File: src/rtl/pong_graphics_pkg.sv
// Shared constants and types for the Pong video pipeline: raster size,
// object sizes, RGB332 palette and the packed coordinate type.
package pong_graphics_pkg;

    // Visible raster
    localparam int DEF_WIDTH     = 620;
    localparam int DEF_HEIGHT    = 420;

    // Object sizes
    localparam int DEF_PADDLE_W  = 10;
    localparam int DEF_PADDLE_H  = 60;
    localparam int DEF_BALL_SIZE = 8;

    // RGB332 palette
    localparam logic [7:0] COL_BG     = 8'h00;
    localparam logic [7:0] COL_BALL   = 8'hE0;
    localparam logic [7:0] COL_PADDLE = 8'hFF;
    localparam logic [7:0] COL_NET    = 8'h92;

    // Top-left corner of an object; x sits in the MSBs to match the port packing
    typedef struct packed {
        logic signed [15:0] x;
        logic signed [15:0] y;
    } point_t;

    // Sign-extend a 16-bit coordinate so that adding an object size cannot wrap
    function automatic logic signed [16:0] sext17(input logic signed [15:0] v);
        return {v[15], v};
    endfunction

endpackage

File: src/rtl/rect_hit.sv
// Combinational hit test of one pixel against an axis-aligned rectangle.
// Lower bounds inclusive, upper bounds exclusive; arithmetic is 17-bit
// signed so an origin near +32767 does not wrap around to negative.
module rect_hit
    import pong_graphics_pkg::*;
#(
    parameter int W = DEF_PADDLE_W,
    parameter int H = DEF_PADDLE_H
) (
    input  point_t             origin,
    input  logic signed [15:0] px,
    input  logic signed [15:0] py,
    output logic               hit
);

    localparam logic signed [16:0] W_S = 17'(W);
    localparam logic signed [16:0] H_S = 17'(H);

    logic signed [16:0] x_lo;
    logic signed [16:0] x_hi;
    logic signed [16:0] y_lo;
    logic signed [16:0] y_hi;
    logic signed [16:0] px_e;
    logic signed [16:0] py_e;
    logic               in_x;
    logic               in_y;

    // Rectangle span and containment of (px,py)
    always_comb begin
        x_lo = sext17(origin.x);
        y_lo = sext17(origin.y);
        x_hi = x_lo + W_S;
        y_hi = y_lo + H_S;
        px_e = sext17(px);
        py_e = sext17(py);
        in_x = (px_e >= x_lo) && (px_e < x_hi);
        in_y = (py_e >= y_lo) && (py_e < y_hi);
        hit  = in_x && in_y;
    end

endmodule

File: src/rtl/pixel_generation_logic.sv
// Per-pixel colour generator: resolves ball, paddles, centre net and the
// visible-area clip for the raster coordinate (nextX,nextY) and registers
// the resulting RGB332 colour. One cycle of latency, one pixel per cycle.
module pixel_generation_logic
    import pong_graphics_pkg::*;
#(
    parameter int WIDTH     = DEF_WIDTH,
    parameter int HEIGHT    = DEF_HEIGHT,
    parameter int PADDLE_W  = DEF_PADDLE_W,
    parameter int PADDLE_H  = DEF_PADDLE_H,
    parameter int BALL_SIZE = DEF_BALL_SIZE
) (
    input  logic               clk,
    input  logic               rst_n,
    input  logic [31:0]        leftPaddle,
    input  logic [31:0]        rightPaddle,
    input  logic [31:0]        pongBall,
    input  logic signed [15:0] nextX,
    input  logic signed [15:0] nextY,
    output logic [7:0]         pixelOut
);

    localparam logic signed [16:0] X_LIM  = 17'(WIDTH);
    localparam logic signed [16:0] Y_LIM  = 17'(HEIGHT);
    localparam logic signed [16:0] NET_X0 = 17'(WIDTH / 2 - 1);
    localparam logic signed [16:0] NET_X1 = 17'(WIDTH / 2);

    point_t left_pos;
    point_t right_pos;
    point_t ball_pos;

    logic hit_left;
    logic hit_right;
    logic hit_ball;

    logic signed [16:0] x_e;
    logic signed [16:0] y_e;
    logic               off_screen;
    logic               on_net;
    logic [7:0]         colour;

    assign left_pos  = point_t'(leftPaddle);
    assign right_pos = point_t'(rightPaddle);
    assign ball_pos  = point_t'(pongBall);

    rect_hit #(.W(PADDLE_W), .H(PADDLE_H)) u_hit_left (
        .origin (left_pos),
        .px     (nextX),
        .py     (nextY),
        .hit    (hit_left)
    );

    rect_hit #(.W(PADDLE_W), .H(PADDLE_H)) u_hit_right (
        .origin (right_pos),
        .px     (nextX),
        .py     (nextY),
        .hit    (hit_right)
    );

    rect_hit #(.W(BALL_SIZE), .H(BALL_SIZE)) u_hit_ball (
        .origin (ball_pos),
        .px     (nextX),
        .py     (nextY),
        .hit    (hit_ball)
    );

    // Visible-area clip and dashed centre net (8 rows on, 8 rows off)
    always_comb begin
        x_e        = sext17(nextX);
        y_e        = sext17(nextY);
        off_screen = (x_e < 17'sd0) || (x_e >= X_LIM) ||
                     (y_e < 17'sd0) || (y_e >= Y_LIM);
        on_net     = ((x_e == NET_X0) || (x_e == NET_X1)) && !nextY[3];
    end

    // Priority mux: clip, ball, paddles, net, background
    always_comb begin
        colour = COL_BG;
        if (off_screen) begin
            colour = COL_BG;
        end else if (hit_ball) begin
            colour = COL_BALL;
        end else if (hit_left || hit_right) begin
            colour = COL_PADDLE;
        end else if (on_net) begin
            colour = COL_NET;
        end
    end

    // Output register; reset clears only the colour
    always_ff @(posedge clk or negedge rst_n) begin
        if (!rst_n) begin
            pixelOut <= COL_BG;
        end else begin
            pixelOut <= colour;
        end
    end

endmodule

File: config.mk
export PLATFORM = sky130hd
export DESIGN_NAME = pixel_generation_logic
export DESIGN_NICKNAME = d
export VERILOG_FILES = /design/src/rtl/pong_graphics_pkg.sv /design/src/rtl/rect_hit.sv /design/src/rtl/pixel_generation_logic.sv
export SDC_FILE = /design/constraint.sdc
export NUM_CORES = 1
export LEC_CHECK = 0
export ABC_CLOCK_PERIOD_IN_PS = 800
export CORE_AREA = 2 2 110 112
export DETAILED_ROUTE_END_ITERATION = 6
export DIE_AREA = 0 0 112 114
export PLACE_DENSITY = 0.84
export SLEW_MARGIN = 5
export SYNTH_ARGS = -nofsm -noshare
export SYNTH_HDL_FRONTEND = slang
export SYNTH_HIERARCHICAL = 1
export SYNTH_SLANG_ARGS = --single-unit
File: constraint.sdc
create_clock -name clk -period 0.8 [get_ports clk]
set_input_delay 0.12 -clock clk [delete_from_list [all_inputs] [get_ports clk]]
set_output_delay 0.12 -clock clk [all_outputs]
set_load 0.005 [all_outputs]
# After elaboration in Yosys (flattened, before gate mapping)
# Cells that the tools add are included.
[word_totals]
reg_bits = 8
output_inout_bits = 8
elab_cells = 45
[op_classes]
add_sub_neg = 6
magnitude_cmp = 16
n_eq_ne = 2
muxes = 4
reduce_logical = 16
[op_table]
columns = ["cell", "n"]
rows = [
  ["$lt A16 B17 Y1", 6],
  ["$ge A16 B16 Y1", 6],
  ["$add A16 B5 Y17 const B", 4],
  ["$add A16 B7 Y17 const B", 2],
  ["$eq A16 B10 Y1 const B", 2],
  ["$lt A16 B1 Y1 const B", 2],
  ["$mux W8", 4],
  ["$ge A16 B10 Y1 const B", 1],
  ["$ge A16 B11 Y1 const B", 1],
  ["$logic_and A1 B1 Y1", 10],
  ["$logic_or A1 B1 Y1", 5],
  ["$logic_not A1 Y1", 1],
]

# Longest topological paths before layout
[logic_depth]
word_depth = 8
mapped_depth = 15
mapped_depth_nobuf = 15

# Hierarchy
# Netlist, hierarchy kept.
[modules_own_cells]
columns = ["mod", "instances", "cells_each", "area_each_um2", "seq_area_each_um2"]
rows = [
  ["rect_hit at u_hit_left ...", 2, 257, 1953.1, 0.0],
  ["rect_hit at u_hit_ball", 1, 259, 1924.3, 0.0],
  ["pixel_generation_logic", 1, 32, 316.6, 100.1],
]

# Worst setup path after synthesis
# Ideal clock, no wire load.
[synth_timing]
path_kind = "input to register"
start = "input rightPaddle[2]"
end = "register pixelOut[4]"
arrival_time_ns = 2.996
setup_slack_ns = -2.263
cell_stages = 15
path_buffers = 0
cell_sequence = "inv_1 > ha_1 > and3_1 > nor2_1 > nand4_1 > nor4_1 > xnor2_1 > ha_1 > a21o_1 > a2111oi_4 > a21oi_2 > a2111oi_4 > nand3_2 > nor4b_2 > o311a_1"
[synth_between]
elab_chain_len = 8
elab_cells_between_ends = 9
classes_between = "add/sub: 1; order compare: 2; mux: 3; reduce/logical: 3"
[synth_lines]
columns = ["element", "line", "source"]
rows = [
  ["from (decl)", "pixel_generation_logic.sv:16", "input logic [31:0] rightPaddle,"],
  ["$add A16 B7 Y17", "rect_hit.sv:33", "y_hi = y_lo + H_S;"],
  ["$lt A16 B17 Y1", "rect_hit.sv:37", "in_y = (py_e >= y_lo) && (py_e < y_hi);"],
  ["$logic_and A1 B1 Y1 (*)", "rect_hit.sv:37", ""],
  ["$logic_and A1 B1 Y1 (*)", "rect_hit.sv:38", "hit = in_x && in_y;"],
  ["via hit_right", "pixel_generation_logic.sv:33", "logic hit_right;"],
  ["$logic_or A1 B1 Y1 (*)", "pixel_generation_logic.sv:83", "end else if (hit_left || hit_right) begin"],
  ["$mux W8 (*)", "pixel_generation_logic.sv:83", ""],
  ["$mux W8 (*)", "pixel_generation_logic.sv:81", "end else if (hit_ball) begin"],
  ["$mux W8 (*)", "pixel_generation_logic.sv:79", "if (off_screen) begin"],
  ["to (signal assigned)", "pixel_generation_logic.sv:95", "pixelOut <= colour;"],
  ["to (decl)", "pixel_generation_logic.sv:20", "output logic [7:0] pixelOut"],
]
# Mark *: on every way through the listed nets, which the timed path passes. The rest lies on a longest branch.

# Worst setup path in the final report
[layout_timing]
start = "input pongBall[3]"
end = "register pixelOut[7]"
[layout_between]
elab_chain_len = 6
elab_cells_between_ends = 7
classes_between = "add/sub: 1; order compare: 2; mux: 2; reduce/logical: 2"
[layout_lines]
columns = ["element", "line", "source"]
rows = [
  ["from (decl)", "pixel_generation_logic.sv:17", "input logic [31:0] pongBall,"],
  ["$add A16 B5 Y17", "rect_hit.sv:33", ""],
  ["$lt A16 B17 Y1", "rect_hit.sv:37", ""],
  ["$logic_and A1 B1 Y1 (*)", "rect_hit.sv:37", ""],
  ["$logic_and A1 B1 Y1 (*)", "rect_hit.sv:38", ""],
  ["via hit_ball", "pixel_generation_logic.sv:34", "logic hit_ball;"],
  ["$mux W8 (*)", "pixel_generation_logic.sv:81", ""],
  ["$mux W8 (*)", "pixel_generation_logic.sv:79", ""],
  ["via colour[7]", "pixel_generation_logic.sv:40", "logic [7:0] colour;"],
]
# Marked as above.

==> parameters.txt <==
Parameter                              Value

Outcome
  Run status    finished with violations
  Violated checks    negative setup slack

Routing
  First-pass iteration count of the detailed router    5
  Starting DRC count in detailed routing    467
  Highest metal layer with signal wires    met4
  Antenna Violating Nets Remaining    0
  Met3 WL post-DR    1150 microns
  Routed wire length per instance    17.5 microns
  M1 WL    8800 microns
  Detailed route wirelength on metal2    11,500 microns
  Via count of the routed design    around 7,700
  Via-per-instance ratio    5.89
  Wirelength, routed    ~23,000 microns
  Number of remaining DRC errors    0

Cells and area
  Number of flip-flops in the largest register    4
  Final core occ    0.820
  Ant. Diodes    0
  Number of nets at the end of the flow    1,483
  Post-layout instance count excluding filler cells    1,304
  Highest-count cells in the layout ignoring fill and taps    215 x sky130_fd_sc_hd__buf_4, 191 x sky130_fd_sc_hd__ha_1, 108 x sky130_fd_sc_hd__inv_1
  Share of layout cells above drive strength 1    0.258
  Layout Area Growth over Synthesis    56.3%
  Most common cell after layout, fill and taps aside    sky130_fd_sc_hd__buf_4
  Fillers    between 600 and 700
  Seq. cell area    100 sq um
  Top Registers    pixelOut: 4 flops
  Area of the multi-input gates    5790 sq um
  Register bank with the most flops    pixelOut

Clock network
  Max H-tree Level    1
  Clk root buf    sky130_fd_sc_hd__clkbuf_16
  CTS tree    done
  Clock transition at the registers of the reported paths    0.03 ns
  Hold-fix buffers at CTS    0
  Clock Sinks    4
  Clock buffer count from CTS    3
  Max clock buf depth    2

Synth
  Fraction of post-synthesis cell area in the top cell type by area    0.395
  Nets in the synthesized netlist    1,129
  Count of warnings emitted by yosys    6
  Share of synthesized flip-flops with an asynchronous set or reset    1.00
  Register bit count reported by yosys    4
  Post-synthesis instance area    a little over 6000 sq um
  Post-synth top area cell    sky130_fd_sc_hd__ha_1
  Top post-synthesis cells by area    sky130_fd_sc_hd__ha_1 39%, sky130_fd_sc_hd__xnor2_1 10%, sky130_fd_sc_hd__inv_1 7.2%
  Average footprint of a synthesized cell    7.64 sq um
  Synthesized netlist cell count    between 800 and 900
  Synth unique cells    57
  Prevailing post-synth register cell    sky130_fd_sc_hd__dfrtp_1
  Number of synthesized flops with an enable pin    0
  Sequential element share of the synthesized area    0.0163

Pwr
  Overall power of the completed layout    6.06 mW
  Leakage component of the power    4.92 nW
  Maximum ir drop on the vdd rail    around 0.40 mV
  Pwr/cell area    between 600 and 700 nW/um^2

STA
  Worst Tran Pin Value    approximately 0.56 ns
  Tcrit/Tclk final    3.81
  Worst relative slew slack    0.616
  Final setup violation count    12
  Final critical delay including setup and external delays    approximately 3.0 ns
  Pins Over Slew Limit    0
  Smallest setup slack after layout    -2.25 ns
  Final-layout setup total negative slack    -9.56 ns
  Total count of hold-check failures in the final report    0
  Fmax    0.328 GHz
  RSZ-0062 raised after global routing    true

Global route
  Global route overflow    0
  Initial antenna violation count    0
  Global-route wire length before repair    35,500 microns
  Total routing resource utilization after global routing    0.334
  Vias in the first global route    7,916
  Maximum number of pins on one net before global-route repair    10

Critical path
  Worst setup EP type    flop
  Start-to-end type of the worst setup path    input pin to flop
  Required time worst endpoint    0.90 ns
  Worst Path Max Fanout    6
  Worst path arrival time    3.15 ns
  Startpoint class of the critical path    input pin

Die
  Core area    11,700 sq um
  # IOs    138
  Overall die area    12,800 sq um
  Cell Rows    40
  Die height    114 microns
  Die X-Extent    112 microns
  Initial core utilization    0.525

Placement
  DP HPWL    18,700 microns
  Routability congestion estimate from global placement    around 0.97
  Number of placed instances with taps included    about 1,300
  Buffers added on ports    137
  Pre-CTS setup slack    -2.87 ns

Job
  Reported max-cap violation count    0

Min path
  Path type of the worst min-delay path    input pin to asynchronous set/reset pin
[cell families (layout without fill, tap and decap cells)]
kind of cell             Yosys count  in the layout  synth area share
XOR/XNOR                          73             73             0.104
adder cells (fa/ha/maj)          194            194             0.395
flip-flops                         4              4            0.0163
multiplexers                       1              1           0.00163
buffers and inverters            122            474            0.0769
AND/OR/NAND/NOR                  231            231             0.202
AO/OA/AOI/OAI                    180            180             0.204
[cells in the mapped netlist (4+ instances only)]
| master | count |
|---|---|
| sky130_fd_sc_hd__and3_1 | 6 |
| sky130_fd_sc_hd__o22ai_1 | 5 |
| sky130_fd_sc_hd__o21ai_0 | 23 |
| sky130_fd_sc_hd__a2111oi_4 | 4 |
| sky130_fd_sc_hd__nor3_1 | 16 |
| sky130_fd_sc_hd__o211ai_1 | 11 |
| sky130_fd_sc_hd__a211oi_1 | 9 |
| sky130_fd_sc_hd__nand2_1 | 50 |
| sky130_fd_sc_hd__nor4_1 | 7 |
| sky130_fd_sc_hd__nor2_1 | 45 |
| sky130_fd_sc_hd__a21o_1 | 18 |
| sky130_fd_sc_hd__o21bai_1 | 5 |
| sky130_fd_sc_hd__nor2b_1 | 9 |
| sky130_fd_sc_hd__dfrtp_1 | 4 |
| sky130_fd_sc_hd__xnor2_1 | 71 |
| sky130_fd_sc_hd__nand4_1 | 39 |
| sky130_fd_sc_hd__nand2b_1 | 5 |
| sky130_fd_sc_hd__nand3_1 | 30 |
| sky130_fd_sc_hd__o21a_1 | 6 |
| sky130_fd_sc_hd__inv_1 | 118 |
| sky130_fd_sc_hd__a2111oi_0 | 7 |
| sky130_fd_sc_hd__a21oi_1 | 68 |
| sky130_fd_sc_hd__ha_1 | 194 |
| sky130_fd_sc_hd__buf_4 | 4 |
[layout make-up]
cell class | count | area share
multi-input cells | 679 | 0.603
repair buffers | 353 | 0.311
inverters | 118 | 0.0487
well taps | 147 | 0.0191
flip-flops and latches | 4 | 0.0104
clock buffers | 3 | 0.00781
[power breakdown]
group | switching (mW) | internal [mW] | leakage, nW
registers | 0.00000264 | 0.204 | 0.0559
clock network | 0.161 | 0.641 | 0.0370
logic | 2.47 | 2.58 | 4.83
[per-stage QoR]
stage                     hold slack [ns]  area (sq um)
final                               0.118          9610
after detailed placement            0.344          9310
after CTS                           0.111          9440
after floorplan                    -0.176          6270
after global placement              0.327          9310
after global routing                0.132          9610
[final timing paths]
check / from / to / slack, ns / cells after the start
worst max-delay path: pongBall[3] / pixelOut[7] / -2.25 / 11
worst min-delay path: rst_n / pixelOut[7] / 0.12 / 1
max in group asynchronous: rst_n / pixelOut[6] / 0.49 / 1
min in group clk: pixelOut[6] / pixelOut[6] / 0.78 / 1
[routing by layer]
layer | vias up | global-route usage
li1 | 3670 | -
met1 | 3528 | 0.364
met2 | 364 | 0.648
met3 | 115 | 0.0292
met4 | 0 | 0.161
met5 | - | 0
[timing repair]
item	in CTS	in global routing
resized for setup	69	52
pin swaps	32	49
setup buffers	5	10
setup endpoints to repair	12	12
[critical path, cell delays in order]
cell	delay, ns
sky130_fd_sc_hd__clkdlybuf4s50_1	0.63
sky130_fd_sc_hd__ha_2	0.28
sky130_fd_sc_hd__nand4_1	0.11
sky130_fd_sc_hd__xnor2_1	0.15
sky130_fd_sc_hd__ha_1	0.30
sky130_fd_sc_hd__nand4_1	0.16
sky130_fd_sc_hd__or4_4	0.58
sky130_fd_sc_hd__a21oi_4	0.15
sky130_fd_sc_hd__or3_4	0.14
sky130_fd_sc_hd__a211oi_2	0.07
sky130_fd_sc_hd__o41a_2	0.45
No activity file was read; power rests on OpenSTA's default activity.
